$ cat config.mk
export PLATFORM = sky130hd
export DESIGN_NAME = counter
export DESIGN_NICKNAME = d
export VERILOG_FILES = /design/src/rtl/counter.sv
export SDC_FILE = /design/constraint.sdc
export NUM_CORES = 1
export LEC_CHECK = 0
export ABC_AREA = 1
export CAP_MARGIN = 0
export CORE_AREA = 2 2 39 41
export CTS_CLUSTER_SIZE = 30
export DETAILED_ROUTE_END_ITERATION = 10
export DIE_AREA = 0 0 41 43
export DONT_BUFFER_PORTS = 1
export PLACE_DENSITY = 0.38
export RECOVER_POWER = 25
export SLEW_MARGIN = 40
export SYNTH_ARGS = -nofsm -noshare
export SYNTH_HDL_FRONTEND = slang
export SYNTH_SLANG_ARGS = --single-unit
$ cat constraint.sdc
create_clock -name clk -period 1.67 [get_ports clk]
set_clock_uncertainty 0.15 [all_clocks]
set_input_delay 0.334 -clock clk [delete_from_list [all_inputs] [get_ports clk]]
set_output_delay 0.334 -clock clk [all_outputs]
set_load 0.01 [all_outputs]
$ cat src/rtl/counter.sv
// Free-running modulo-(MAX_COUNT+1) up-counter with asynchronous active-low clear.
// Latency: one clock per step; no flow control, it never stalls.
module counter #(
  parameter int unsigned      WIDTH     = 8,
  parameter logic [WIDTH-1:0] MAX_COUNT = '1
) (
  output logic [WIDTH-1:0] value,
  input  logic             clk,
  input  logic             reset
);

  logic [WIDTH-1:0] count;

  // The clear goes straight to the flop; release timing belongs to the reset network.
  always_ff @(posedge clk or negedge reset) begin
    if (!reset) begin
      count <= '0;
    end else if (count == MAX_COUNT) begin
      count <= '0;
    end else begin
      count <= count + WIDTH'(1);
    end
  end

  assign value = count;

endmodule

# == After elaboration in Yosys (flattened, before gate mapping) ==
# Cells that the tools add are included.
# W data, S select, Z words.
# word_totals
inputBits,2
register_bits,8
wordCells,4
out_inout_bits,8
# op_classes
mux,1
n_eq_ne,1
addsub,1
# op_table
operator,n
$add A8 B1 Y8 const B,1
$eq A8 B8 Y1 const B,1
$mux W8,1

# == Longest topological paths before layout ==
# Gate-level depths: netlist of the first run.
# logic_depth
word_depth,2
mapped_depth,6
ltp_nobuf,6

# == Least setup slack after synthesis of the first run ==
# Ideal clock, no wire load.
# synth_path
path_kind,reg-to-reg
start,"reg count[0], in the netlist value[0]"
end,"reg count[4], in the netlist value[4]"
setup_ns,0.118
arrival_ns,1.020
path_stages_with_launch,7
t_required_ns,1.402
period_less_slack_ns,1.288
setup_slack_ns,0.382
path_buffers,0
cell_sequence,dfrtp_1 ha_1 nand2_1 inv_1 nand2_1 xor2_1 inv_1
# synth_between
elab_chain_len,2
elab_cells_between_ends,3
classes_between,add/sub (1); eq/ne (1); mux (1)
# synth_lines
item,line_no,rtl
from (decl),12,logic [WIDTH-1:0] count;
from (signal assigned),21,count <= count + WIDTH'(1);
$add A8 B1 Y8 or $eq A8 B8 Y1 (tied branches),"21, 18",
$mux W8 *,18,end else if (count == MAX_COUNT) begin
# Every way passes the cells marked *; elsewhere a longest branch is shown, timed or not.

# == Final worst setup path of the first run ==
# Same ends and word-level chain as after synthesis.

==> summary.txt, run 1 <==
Slowest cell delay on critical path - 450 ps
Clock Tree Buf Depth - 2
Max Freq - 0.714 GHz
Synth Register Bits - 8
Core area - 0.00138 sq mm
IO buf count - 0
Clock latency on the worst-skew pair - 250 ps
Worst slew pin tran - 377 ps
WP data arrival - 1390 ps
Mapped Nets - 47
Total Routed Length - 716 um
Die width - 41 um
Share of cells above drive strength 1 - 10.4%
First-pass GRT wire length - 1.18 mm
Area Overhead vs Synth - 14.1%
CTS tree - done
Placer's final routability congestion estimate - 0.661
CP max-delay cell - dfrtp_1
Top cells by area, synth - dfrtp_1, nand2_1, nor2_1, inv_1, xor2_1
Register area share after synthesis - 53.9%
Prevailing post-synth register cell - dfrtp_1
Post-synthesis async set-or-reset flop share - 100%
Setup CP Type - flip-flop to flip-flop
Gr ovfl total - 0
Post-synth top cells - nand2_1, nor2_1, dfrtp_1
Max Cap Viol - 0
Drc violations - 0
Initial antenna violation count - 0
All-Layer GR Usage - 10.8%
Post-synth EDFFs - 0
# IOs - 10
First-pass detailed-route iteration total - 3
Vias in the first global route - 264
Minimum clock period - 1400 ps
LEAKAGE - 0.236 nW
Post-synth top area share - 53.9%
# diodes - 0
Cts repair resizes - 0
Hold_buf cts - 1
Antenna-violating nets left - 0
Period Utilization, post-route - 83.8%
PwrDens - 818 mW/mm^2
HP Class - input port to asynchronous set/reset pin
RSZ-0062 raised after global routing - false
Slew Limit Fails - 0
Setup TNS - 0 ps
Clock-pin slew on the worst setup and hold paths - 50 ps
HPWL after detailed placement - 548 um
Largest net degree at the start of global routing - 9
CTS sink cnt - 8
Die Ht - 43 um
Max reg flops - 8
Vias - 278
Worst Setup End Kind - flip-flop
Starting Density - 26.9%
Synth unique cells - 11
Worst EP required - 1660 ps
Largest fanout on the critical path - 5
Slew HR - 74.8%
Final WS setup - 270 ps
Synthesized area per cell - 8.45 sq um
Peak VDD IR - 0.215 mV
Pre-CTS WS - 269 ps
CP bufs+invs - 2
Crit path max-delay family - flip-flops
Synthesized instance count - 44
CTS Buf Count - 3
Run status - complete, no violations
Total setup buffers inserted after CTS - 0
Hold Fails Final Rpt - 0
Root buf cell - clkbuf_4
Final setup fails - 0
# fillers - 155
CP Launch Type - flip-flop
Post-DR wirelength/cell - 11.2 um
Site row count - 14
Reg2reg path depth - 6
Via/cell ratio - 4.34
Synthesized area - 372 sq um
Iter 0 DRT Violations - 4
R2r setup slk - 270 ps
RR Endpoint - value[4]
# nets final - 53
Yosys Warn Count - 0
Worst-path cell chain - ha_1, nand2_1, inv_1, nand2_1, xor2_1, inv_1
CTS H-tree depth - 1
Biggest area consumer among synthesized cells - dfrtp_1
Worst r2r src - value[0]
Die area - 0.00176 sq mm
[placed cells by master (no fill, tap or decap)]
master          n
a21oi_1         1
clkbuf_4        3
dfrtp_1         8
dlygate4sd3_1   1
ha_1            1
inv_1           7
nand2_1        10
nand3_1         2
nand3_2         1
nor2_1         10
nor2_2          1
xnor2_1         1
xor2_1          2
[cell type report]
cell class	count	area (sq um)	share of cell area (%)
tap	16	20.0	4.72
inverter	7	26.3	6.19
clock buffer	3	22.5	5.31
timing repair buffer	1	10.0	2.36
multi-input combinational	29	145	34.2
sequential	8	200	47.2
[power breakdown]
| group | switching (mW) | internal, mW |
|---|---|---|
| Clock | 0.0653 | 0.0822 |
| Sequential | 0 | 0.194 |
| Combinational | 0.00370 | 0.00161 |
[kinds of logic (layout without fill, tap and decap cells)]
family / count (synthesis) / after routing / synth area share (%)
XOR/XNOR: 3 / 3 / 7.07
AND/OR/NAND/NOR: 24 / 24 / 27.3
buffers and inverters: 7 / 11 / 7.07
adder cells (fa/ha/maj): 1 / 1 / 3.37
AO/OA/AOI/OAI: 1 / 1 / 1.35
flip-flops: 8 / 8 / 53.9
[stage by stage]
stage | instances | hold slack [ps] | area [sq um] | utilization, % | power, mW
after floorplan | 44 | -112 | 372 | - | 0.197
after global placement | 60 | -111 | 392 | 28.3 | 0.197
after detailed placement | 60 | -111 | 392 | 28.3 | 0.197
after CTS | 64 | 291 | 424 | 30.7 | 0.361
after global routing | 64 | 301 | 424 | 30.7 | 0.373
final | 64 | 283 | 424 | 30.7 | 0.347
[metal layers]
metal	track usage, %	vias to the layer above	routed length, um
li1	-	141	-
met5	0	-	0
met4	10.0	0	9
met3	4.71	2	47
met1	12.7	127	290
met2	13.8	8	369
[worst max path at each step]
stage | from | end | slack, ps | cells past startpoint
2_1_floorplan | value[0] | value[4] | 380 | 6
3_3_place_gp | value[0] | value[4] | 310 | 6
3_5_place_dp | value[0] | value[4] | 270 | 6
4_1_cts | value[0] | value[4] | 250 | 6
5_1_grt | value[0] | value[4] | 170 | 6
6_report | value[0] | value[4] | 270 | 6
No activity file was read; power rests on OpenSTA's default activity.
==> run 2: changes to the inputs <==
Settings changed: PLACE_DENSITY 0.38 to 0.4.
Clock period 1.67 ns to 1.2 ns, I/O delays scaled along.
==> summary.txt, run 2 (synthesis gave the netlist of run 1 again) <==
Sequential cell area - 201 sq um (+0.62%)
All-Layer GR Usage - 11.8% (+0.98 points)
Most frequent cells in the layout - nor2_1, nand2_1, buf_4
Clock latency on the worst-skew pair - 260 ps (about the same)
Peak VDD IR - 0.350 mV (+63%)
Minimum clock period - 1250 ps (-155 ps)
Vias - 331 (+19%)
IO buf count - 0 (unchanged)
HPWL after detailed placement - 578 um (+5.3%)
Starting Density - 26.9% (unchanged)
Drc violations - 0 (unchanged)
CTS H-tree depth - 1 (unchanged)
# fillers - 156 (+0.65%)
Clock-pin slew on the worst setup and hold paths - 60 ps (about the same)
# IOs - 10 (unchanged)
Dpl cells - 68 (+13%)
Finished Layout Cells - 78 (+22%)
Die area - 0.00176 sq mm (unchanged)
CTS sink cnt - 8 (unchanged)
Largest net degree at the start of global routing - 9 (unchanged)
Max Freq - 0.803 GHz (+12%)
Critical path startpoint - value[0]
Hold Fails Final Rpt - 0 (unchanged)
Worst slew pin tran - 379 ps (+1.66 ps)
LEAKAGE - 0.304 nW (+29%)
Setup TNS - -129 ps (-129 ps)
Period Utilization, post-route - 104% (+20 points)
Antenna-violating nets left - 0 (unchanged)
Final setup fails - 6 (+6)
Worst EP required - 1200 ps (-460 ps)
Worst Hold Slack - 180 ps (-102 ps)
Run status - finished with violations
Setup CP Type - flip-flop to flip-flop
Share of cells above drive strength 1 - 41.9% (+32 points)
Util after Layout - 40.7% (+10 points)
Area Overhead vs Synth - 51.5%
CTS Buf Count - 3 (unchanged)
Post-DR wirelength/cell - 10.3 um (-7.9%)
HP Class - input port to asynchronous set/reset pin
Placed instance area - 457 sq um (+17%)
RSZ-0062 raised after global routing - true
First-pass GRT wire length - 1.27 mm (+7.6%)
Site row count - 14 (unchanged)
Final WS setup - -45.4 ps (-315 ps)
Worst r2r src - value[0]
Total Routed Length - 804 um (+12%)
Clock Tree Buf Depth - 2 (unchanged)
Die Ht - 43 um (unchanged)
CTS tree - done
Vias in the first global route - 314 (+19%)
Most common cell after layout, fill and taps aside - nor2_1
Slew HR - 74.7% (-0.11 points)
Gr ovfl total - 0 (unchanged)
First-pass detailed-route iteration total - 1 (-2)
WP data arrival - 1250 ps (-140 ps)
Finished Cell Area - 563 sq um (+33%)
Max Cap Viol - 0 (unchanged)
Largest fanout on the critical path - 2 (-3)
Worst Setup End Kind - flip-flop
Iter 0 DRT Violations - 0 (-4)
Root buf cell - clkbuf_4
Initial antenna violation count - 0 (unchanged)
Core area - 0.00138 sq mm (unchanged)
Via/cell ratio - 4.24 (-2.3%)
Failing checks - setup timing
PwrDens - 871 mW/mm^2 (+6.5%)
Placer's final routability congestion estimate - 0.686 (+3.8%)
Max reg flops - 8 (unchanged)
Slew Limit Fails - 0 (unchanged)
Multi-input gate area - 155 sq um (+6.9%)
# nets final - 67 (+26%)
Die width - 41 um (unchanged)
# diodes - 0 (unchanged)
CP Launch Type - flip-flop
-- run 2: cell count changes in the layout (fill, tap and decap cells not counted), sizes merged --
cell,change
buf,+14
-- run 2: per-stage QoR --
stage | power (mW) | worst slack (ps)
floorplan | 0.275 | -50.3
global placement | 0.275 | -2.86
detailed placement | 0.275 | -26.3
CTS | 0.497 | -30.9
global route | 0.521 | -128
finish | 0.490 | -45.4
-- run 2: final cells by class --
class / count / share of cell area [%]
sequential: 8 / 35.8
multi-input combinational: 29 / 27.6
timing repair buffer: 15 / 24.4
inverter: 7 / 4.67
clock buffer: 3 / 4.00
tap: 16 / 3.56
-- run 2: layer usage --
| layer | GRT usage, % | vias up | wire, um |
|---|---|---|---|
| li1 | - | 169 | - |
| met1 | 12.3 | 152 | 330 |
| met2 | 16.9 | 7 | 416 |
| met3 | 5.24 | 3 | 32 |
| met4 | 10.0 | 0 | 25 |
| met5 | 0 | - | 0 |
-- run 2: path summary, 6_finish.rpt --
kind / endpoint / slack (ps) / depth (start not counted)
max in group asynchronous: value[2] / 430 / 1
hold reg to reg: value[1] / 390 / 1
setup / recovery: value[4] / -50 / 6
min in group clk: value[1] / 390 / 1
setup reg to reg: value[4] / -50 / 6
hold / removal: value[4] / 180 / 1
-- run 2: what timing repair did --
item / in CTS / in global routing
hold buffers: 1 / 0
setup endpoints to repair: 11 / 13
resized for setup: 0 / 10
endpoints found under the hold margin: 8 / 0
setup buffers: 6 / 0
pin swaps: 1 / 4
-- run 2: where the power goes --
group	total, mW	switching, mW	internal (mW)
Sequential	0.270	0	0.270
Clock	0.213	0.0981	0.115
Combinational	0.00741	0.00518	0.00224
Total	0.490	0.103	0.387
-- run 2: worst max-delay path, stage by stage (launching register included) --
cell and delay [ps]:
dfrtp_1 390, ha_2 200, nand2_2 80, inv_2 40
nand2_2 60, xor2_1 170, inv_1 50
